===== src/rtl/tetris_board_render_if.sv =====
`default_nettype none
// ============================================================================
//  Module      : tetris_board_render_if
//  Description : Back-buffer cell write port and front/back swap handshake
//                of the Tetris board renderer.
//  Revision    : 1.0 - initial release
// ============================================================================
interface tetris_board_render_if;
    logic       wr_en;
    logic [3:0] wr_x;
    logic [4:0] wr_y;
    logic [2:0] wr_color;
    logic       wr_ready;
    logic       swap_req;
    logic       swap_ack;

    // Game logic side: issues cell writes and swap requests
    modport master (
        output wr_en, wr_x, wr_y, wr_color, swap_req,
        input  wr_ready, swap_ack
    );

    // Renderer side: accepts writes, acknowledges swaps
    modport slave (
        input  wr_en, wr_x, wr_y, wr_color, swap_req,
        output wr_ready, swap_ack
    );
endinterface
`default_nettype wire


===== src/rtl/tetris_board_render.sv =====
`default_nettype none
// ============================================================================
//  Module      : tetris_board_render
//  Description : Double-buffered 10x20 Tetris board renderer. Maps the sync
//                generator pixel position to a board cell, looks up its
//                colour code in the front buffer and drives r/g/b with a
//                fixed 2-cycle latency. Front/back swap happens only on a
//                vsync rising edge so the displayed frame never tears.
//                Optional macro TETRIS_GRID_LINES_EN draws 404040 lines on
//                the last column/row of every cell.
//  Revision    : 1.0 - initial release
// ============================================================================
module tetris_board_render #(
    parameter int unsigned X0     = 240,
    parameter int unsigned Y0     = 80,
    parameter logic [23:0] BG_RGB = 24'h202020
) (
    input  wire logic       clk,
    input  wire logic       rst_n,
    input  wire logic [8:0] row,
    input  wire logic [9:0] column,
    input  wire logic       blank_n,
    input  wire logic       hsync,
    input  wire logic       vsync,
    tetris_board_render_if.slave bus,
    output logic      [7:0] r,
    output logic      [7:0] g,
    output logic      [7:0] b,
    output logic            blank_n_o,
    output logic            hsync_o,
    output logic            vsync_o
);

    localparam logic [9:0]  c_x_lo     = 10'(X0);
    localparam logic [9:0]  c_x_hi     = 10'(X0 + 160);
    localparam logic [8:0]  c_y_lo     = 9'(Y0);
    localparam logic [8:0]  c_y_hi     = 9'(Y0 + 320);
    localparam logic [23:0] c_grid_rgb = 24'h404040;

    typedef enum logic [0:0] {
        IDLE    = 1'b0,
        PENDING = 1'b1
    } state_t;

    state_t state_q, state_d;
    logic   front_q, front_d;
    logic   swap_ack_q, swap_ack_d;
    logic   vsync_prev_q, vsync_prev_d;
    logic   vsync_rise;

    // [buffer][cell index = y*10 + x] -> colour code
    logic [1:0][199:0][2:0] buf_q, buf_d;
    logic [7:0]             wr_idx;
    logic [7:0]             rd_idx;
    logic                   wr_ok;

    // Stage 1: cell coordinates, in-board flag, grid flag, timing
    logic [3:0] cx_q, cx_d;
    logic [4:0] cy_q, cy_d;
    logic       inb_q, inb_d;
    logic       grid_q, grid_d;
    logic [2:0] tim1_q, tim1_d;     // {blank_n, hsync, vsync}

    // Stage 2: pixel colour and timing
    logic [23:0] rgb_q, rgb_d;
    logic [2:0]  tim2_q, tim2_d;

    function automatic logic [23:0] palette(input logic [2:0] code);
        case (code)
            3'd0:    palette = 24'h000000;
            3'd1:    palette = 24'h00FFFF;
            3'd2:    palette = 24'hFFFF00;
            3'd3:    palette = 24'hFF00FF;
            3'd4:    palette = 24'h00FF00;
            3'd5:    palette = 24'hFF0000;
            3'd6:    palette = 24'h0000FF;
            default: palette = 24'hFF8000;
        endcase
    endfunction

    // Stage 1: locate the pixel on the board
    always_comb begin
        inb_d  = (column >= c_x_lo) && (column < c_x_hi) &&
                 (row >= c_y_lo) && (row < c_y_hi);
        cx_d   = inb_d ? 4'((column - c_x_lo) >> 4) : 4'd0;
        cy_d   = inb_d ? 5'((row - c_y_lo) >> 4) : 5'd0;
`ifdef TETRIS_GRID_LINES_EN
        grid_d = inb_d && ((4'(column - c_x_lo) == 4'hF) ||
                           (4'(row - c_y_lo) == 4'hF));
`else
        grid_d = 1'b0;
`endif
        tim1_d = {blank_n, hsync, vsync};
    end

    // Stage 2: colour lookup in the front buffer, blanking and background
    always_comb begin
        rd_idx = {3'b000, cy_q} * 8'd10 + {4'b0000, cx_q};
        tim2_d = tim1_q;
        if (!tim1_q[2]) begin
            rgb_d = 24'h000000;
        end else if (!inb_q) begin
            rgb_d = BG_RGB;
        end else if (grid_q) begin
            rgb_d = c_grid_rgb;
        end else begin
            rgb_d = palette(buf_q[front_q][rd_idx]);
        end
    end

    // Back-buffer write: only in-range cells while no swap is pending
    always_comb begin
        buf_d  = buf_q;
        wr_idx = {3'b000, bus.wr_y} * 8'd10 + {4'b0000, bus.wr_x};
        wr_ok  = bus.wr_en && (state_q == IDLE) &&
                 (bus.wr_x < 4'd10) && (bus.wr_y < 5'd20);
        if (wr_ok) begin
            buf_d[~front_q][wr_idx] = bus.wr_color;
        end
    end

    // Swap FSM: a request waits for the next vsync rising edge
    always_comb begin
        vsync_prev_d = vsync;
        vsync_rise   = vsync && !vsync_prev_q;
        state_d      = state_q;
        front_d      = front_q;
        swap_ack_d   = 1'b0;
        case (state_q)
            IDLE: begin
                if (bus.swap_req) begin
                    state_d = PENDING;
                end
            end
            PENDING: begin
                if (vsync_rise) begin
                    front_d    = ~front_q;
                    swap_ack_d = 1'b1;
                    state_d    = IDLE;
                end
            end
            default: state_d = IDLE;
        endcase
    end

    // All state registers with synchronous active-low reset
    always_ff @(posedge clk) begin
        if (!rst_n) begin
            state_q      <= IDLE;
            front_q      <= 1'b0;
            swap_ack_q   <= 1'b0;
            vsync_prev_q <= 1'b0;
            buf_q        <= '0;
            cx_q         <= '0;
            cy_q         <= '0;
            inb_q        <= 1'b0;
            grid_q       <= 1'b0;
            tim1_q       <= '0;
            rgb_q        <= '0;
            tim2_q       <= '0;
        end else begin
            state_q      <= state_d;
            front_q      <= front_d;
            swap_ack_q   <= swap_ack_d;
            vsync_prev_q <= vsync_prev_d;
            buf_q        <= buf_d;
            cx_q         <= cx_d;
            cy_q         <= cy_d;
            inb_q        <= inb_d;
            grid_q       <= grid_d;
            tim1_q       <= tim1_d;
            rgb_q        <= rgb_d;
            tim2_q       <= tim2_d;
        end
    end

    assign bus.wr_ready = (state_q == IDLE);
    assign bus.swap_ack = swap_ack_q;
    assign r            = rgb_q[23:16];
    assign g            = rgb_q[15:8];
    assign b            = rgb_q[7:0];
    assign blank_n_o    = tim2_q[2];
    assign hsync_o      = tim2_q[1];
    assign vsync_o      = tim2_q[0];

endmodule
`default_nettype wire


===== src/flat_wrapper.sv =====
// flat-port wrapper written by rule: the top's interface ports become plain ports
module tetris_board_render_flat 
#(
    parameter int unsigned X0     = 240,
    parameter int unsigned Y0     = 80,
    parameter logic [23:0] BG_RGB = 24'h202020
)
  (clk, rst_n, row, column, blank_n, hsync, vsync, r, g, b, blank_n_o, hsync_o, vsync_o, bus_wr_en, bus_wr_x, bus_wr_y, bus_wr_color, bus_swap_req, bus_wr_ready, bus_swap_ack);
  tetris_board_render_if bus_i ();
  input  wire logic clk;
  input  wire logic rst_n;
  input  wire logic [8:0] row;
  input  wire logic [9:0] column;
  input  wire logic blank_n;
  input  wire logic hsync;
  input  wire logic vsync;
  output logic      [7:0] r;
  output logic      [7:0] g;
  output logic      [7:0] b;
  output logic blank_n_o;
  output logic hsync_o;
  output logic vsync_o;
  input wire logic [$bits(bus_i.wr_en)-1:0] bus_wr_en;
  input wire logic [$bits(bus_i.wr_x)-1:0] bus_wr_x;
  input wire logic [$bits(bus_i.wr_y)-1:0] bus_wr_y;
  input wire logic [$bits(bus_i.wr_color)-1:0] bus_wr_color;
  input wire logic [$bits(bus_i.swap_req)-1:0] bus_swap_req;
  output wire logic [$bits(bus_i.wr_ready)-1:0] bus_wr_ready;
  output wire logic [$bits(bus_i.swap_ack)-1:0] bus_swap_ack;
  assign bus_i.wr_en = bus_wr_en;
  assign bus_i.wr_x = bus_wr_x;
  assign bus_i.wr_y = bus_wr_y;
  assign bus_i.wr_color = bus_wr_color;
  assign bus_i.swap_req = bus_swap_req;
  assign bus_wr_ready = bus_i.wr_ready;
  assign bus_swap_ack = bus_i.swap_ack;
  tetris_board_render #(.X0(X0), .Y0(Y0), .BG_RGB(BG_RGB)) u_core (.clk(clk), .rst_n(rst_n), .row(row), .column(column), .blank_n(blank_n), .hsync(hsync), .vsync(vsync), .bus(bus_i), .r(r), .g(g), .b(b), .blank_n_o(blank_n_o), .hsync_o(hsync_o), .vsync_o(vsync_o));
endmodule

===== config.mk =====
export PLATFORM = sky130hd
export DESIGN_NAME = tetris_board_render_flat
export DESIGN_NICKNAME = d
export VERILOG_FILES = /design/src/rtl/tetris_board_render_if.sv /design/src/rtl/tetris_board_render.sv /design/src/flat_wrapper.sv
export SDC_FILE = /design/constraint.sdc
export NUM_CORES = 2
export LEC_CHECK = 0
export CAP_MARGIN = 20
export CORE_UTILIZATION = 39
export DETAILED_ROUTE_END_ITERATION = 10
export MAX_ROUTING_LAYER = met4
export PLACE_DENSITY = 0.57
export SLEW_MARGIN = 20
export SYNTH_ARGS = -nofsm -noshare
export SYNTH_HDL_FRONTEND = slang
export SYNTH_SLANG_ARGS = --single-unit

===== constraint.sdc =====
create_clock -name clk -period 5.76 [get_ports clk]
set_clock_uncertainty 0.1 [all_clocks]
set_input_delay 1.152 -clock clk [delete_from_list [all_inputs] [get_ports clk]]
set_output_delay 1.152 -clock clk [all_outputs]
set_load 0.01 [all_outputs]

==> out/results.ini <==
[place]
io_buffer_count=62
routabilityCongestion=0.894
pre_cts_slack_ns=0.346
dp_hpwl_um=119000

[timing]
fmax_mhz=203
finalSetupTns_ns=0
fin_ws_ns=0.827
fin_crit_ns=4.93
tightest_slew_ns=1.09
final_max_slew_viol_count=0
rsz0062_at_grt=false
max_slew_margin_pct=27.5
hold_viol_final=0
finalSetupViolCount=0
min_period_over_period_pct=85.6

[floorplan]
die_area_sq_um=155000
pin_count=67
initial_core_util_pct=39.3
core_area_sq_um=152000
row_count=143
die_w_um=393
die_h_um=393

[grt]
grt_usage_pct=25.8
grt_max_degree=202
grt_pass1_vias=44171
grt_antenna_before_repair=11
grt_pass1_wl_um=292000
grt-ovfl-total=0

[detailed_routing]
drtPass1Iterations=6
drcViolationCount=0
first_iter_violations=4678
via_per_inst=5.71
postRouteAntennaNets=0
wl_per_cell_um=24.0
vias=46557
wirelength_um=196000

[yosys]
syn-cell-area_sq_um=59700
synth_top_area_cell=dfxtp_1
yosys_warnings=0
synth.net_count=6298
synth_cells=6234
synth_edf_count=0
synth_cell_types=89
synthFlopType=dfxtp_1
synth_top_area_share_pct=41.1
avgSynthCellArea_sq_um=9.57
postSynth.asyncResetShare_pct=0
synth-seq-cells=1226
seq_area_frac_synth_pct=41.1
synth_area_leaders=dfxtp_1, mux2i_1, mux4_2

[clocking]
cts_tree=built
cts-htree-levels=4
cts_buffers=140
clk_pin_slew_ns=0.05
clk_latency_ns=0.80
postCtsSetupBuffers=0
clk_path_buf_depth=3
cts_sinks=1226
ctsHoldBuffers=0
cts_resized=0
cts-root-buf=clkbuf_16

[layout]
syn_to_final_growth_pct=11.9
nets=6074
final_cell_mix=dfxtp_1, nand2_1, mux2i_1
final_common_cell=dfxtp_1
drive_gt1_share_pct=12.1

[worst_setup_path]
end_kind=flip-flop
critPathKind=flip-flop to flip-flop
arrival_ns=5.50
critPathLaunchType=flip-flop
critical_path_required_ns=6.33
crit_fanout=18

[status]
status=completed

[min_path]
hold_class=flip-flop to flip-flop

[power]
power.density_nw_per_um2=288
p_leak_nw=24.8
ir_worst_vdd_v=0.000327

[flow_run]
max_cap_viol_count=0

## final timing paths
path              slack, ns  depth (start not counted)          endpoint              from
hold / removal         0.33                          1  u_core.tim2_q[1]  u_core.tim1_q[1]
hold reg to reg        0.33                          1  u_core.tim2_q[1]  u_core.tim1_q[1]
setup reg to reg       0.83                         13  u_core.rgb_q[14]    u_core.cy_q[0]
setup / recovery       0.83                         13  u_core.rgb_q[14]    u_core.cy_q[0]
## cells by family (layout without fill, tap and decap cells)
kind of cell,count (synthesis),count (layout),share of synthesized area [%]
compound gates,1442,1442,15.7
xor+xnor,25,25,0.415
fa+ha+maj,26,26,0.596
buf+inv,617,502,5.12
flops,1226,1226,41.1
mux,923,923,21.6
other cells,0,10,0
simple gates,1975,1975,15.5
## through the flow
stage / utilization, % / area (sq um) / instances / power (mW) / hold slack, ns
floorplan: - / 59700 / 6234 / 9.51 / 0.312
global placement: 40.8 / 61900 / 7898 / 10.1 / 0.314
detailed placement: 40.8 / 61900 / 7898 / 10.1 / 0.321
CTS: 43.9 / 66700 / 8149 / 19.4 / 0.334
global route: 43.9 / 66700 / 8157 / 19.8 / 0.343
finish: 43.9 / 66700 / 8159 / 19.2 / 0.329
## sequential cells by signal, summed over array words and instances, names as in the netlist
signal               count
u_core.buf_q          1200
u_core.bus.swap_ack      1
u_core.cx_q              4
u_core.cy_q              5
u_core.front_q           1
u_core.inb_q             1
u_core.rgb_q             7
u_core.state_q           1
u_core.tim1_q            3
u_core.tim2_q            3
## cells in the mapped netlist, drive strengths merged (3+ instances only)
| master | instances |
|---|---|
| o22ai | 8 |
| and3 | 9 |
| a22oi | 55 |
| fa | 4 |
| and2 | 15 |
| nand2 | 954 |
| or3 | 3 |
| xor2 | 11 |
| a32oi | 6 |
| a311oi | 5 |
| mux2i | 638 |
| nor2b | 550 |
| nor2 | 261 |
| mux2 | 4 |
| inv | 17 |
| clkbuf | 468 |
| dfxtp | 1226 |
| o211ai | 7 |
| a21boi | 660 |
| mux4 | 281 |
| o211a | 3 |
| buf | 131 |
| a311o | 4 |
| o2111ai | 3 |
| nand2b | 7 |
| a211oi | 11 |
| a221oi | 19 |
| a22o | 4 |
| nand4 | 16 |
| a41o | 3 |
| nor4 | 12 |
| or4 | 3 |
| nor3 | 23 |
| or2 | 4 |
| a21oi | 20 |
| xnor2 | 13 |
| a31oi | 10 |
| o21ai | 607 |
| nand3 | 108 |
| ha | 22 |
| a21o | 4 |
## worst max-delay path, stage by stage, from the launching register on
cell and delay [ns]:
dfxtp_1 0.42, ha_4 0.17, inv_1 0.05, fa_2 0.93
buf_4 0.34, nor2b_1 0.83, buf_4 0.33, a22o_1 0.16
a221oi_1 0.04, nor3_1 0.18, o21ai_0 0.18, a311oi_2 0.71
o21ai_0 0.19, o211a_1 0.17
## power breakdown
| part | internal (mW) | switching, mW |
|---|---|---|
| Sequential | 8.49 | 0.0176 |
| Clock | 5.46 | 3.81 |
| Combinational | 0.419 | 1.05 |
| Total | 14.4 | 4.88 |
## layer usage
metal / track usage, % / part of all wire (%) / vias to the layer above
li1: - / - / 21376
met1: 35.3 / 46 / 23346
met2: 38.5 / 45 / 1539
met3: 4.34 / 6.5 / 296
met4: 8.31 / 2.8 / 0
met5: - / 0 / -
## layout make-up
type	instances	area (sq um)
antenna	10	25.0
clock buffer	211	4310
clock inverter	40	489
fill	14577	85200
inverter	18	67.6
multi-input combinational	4391	32300
sequential	1226	24600
tap	2030	2540
timing repair buffer	233	2490
(Power assumes the default switching activity.)
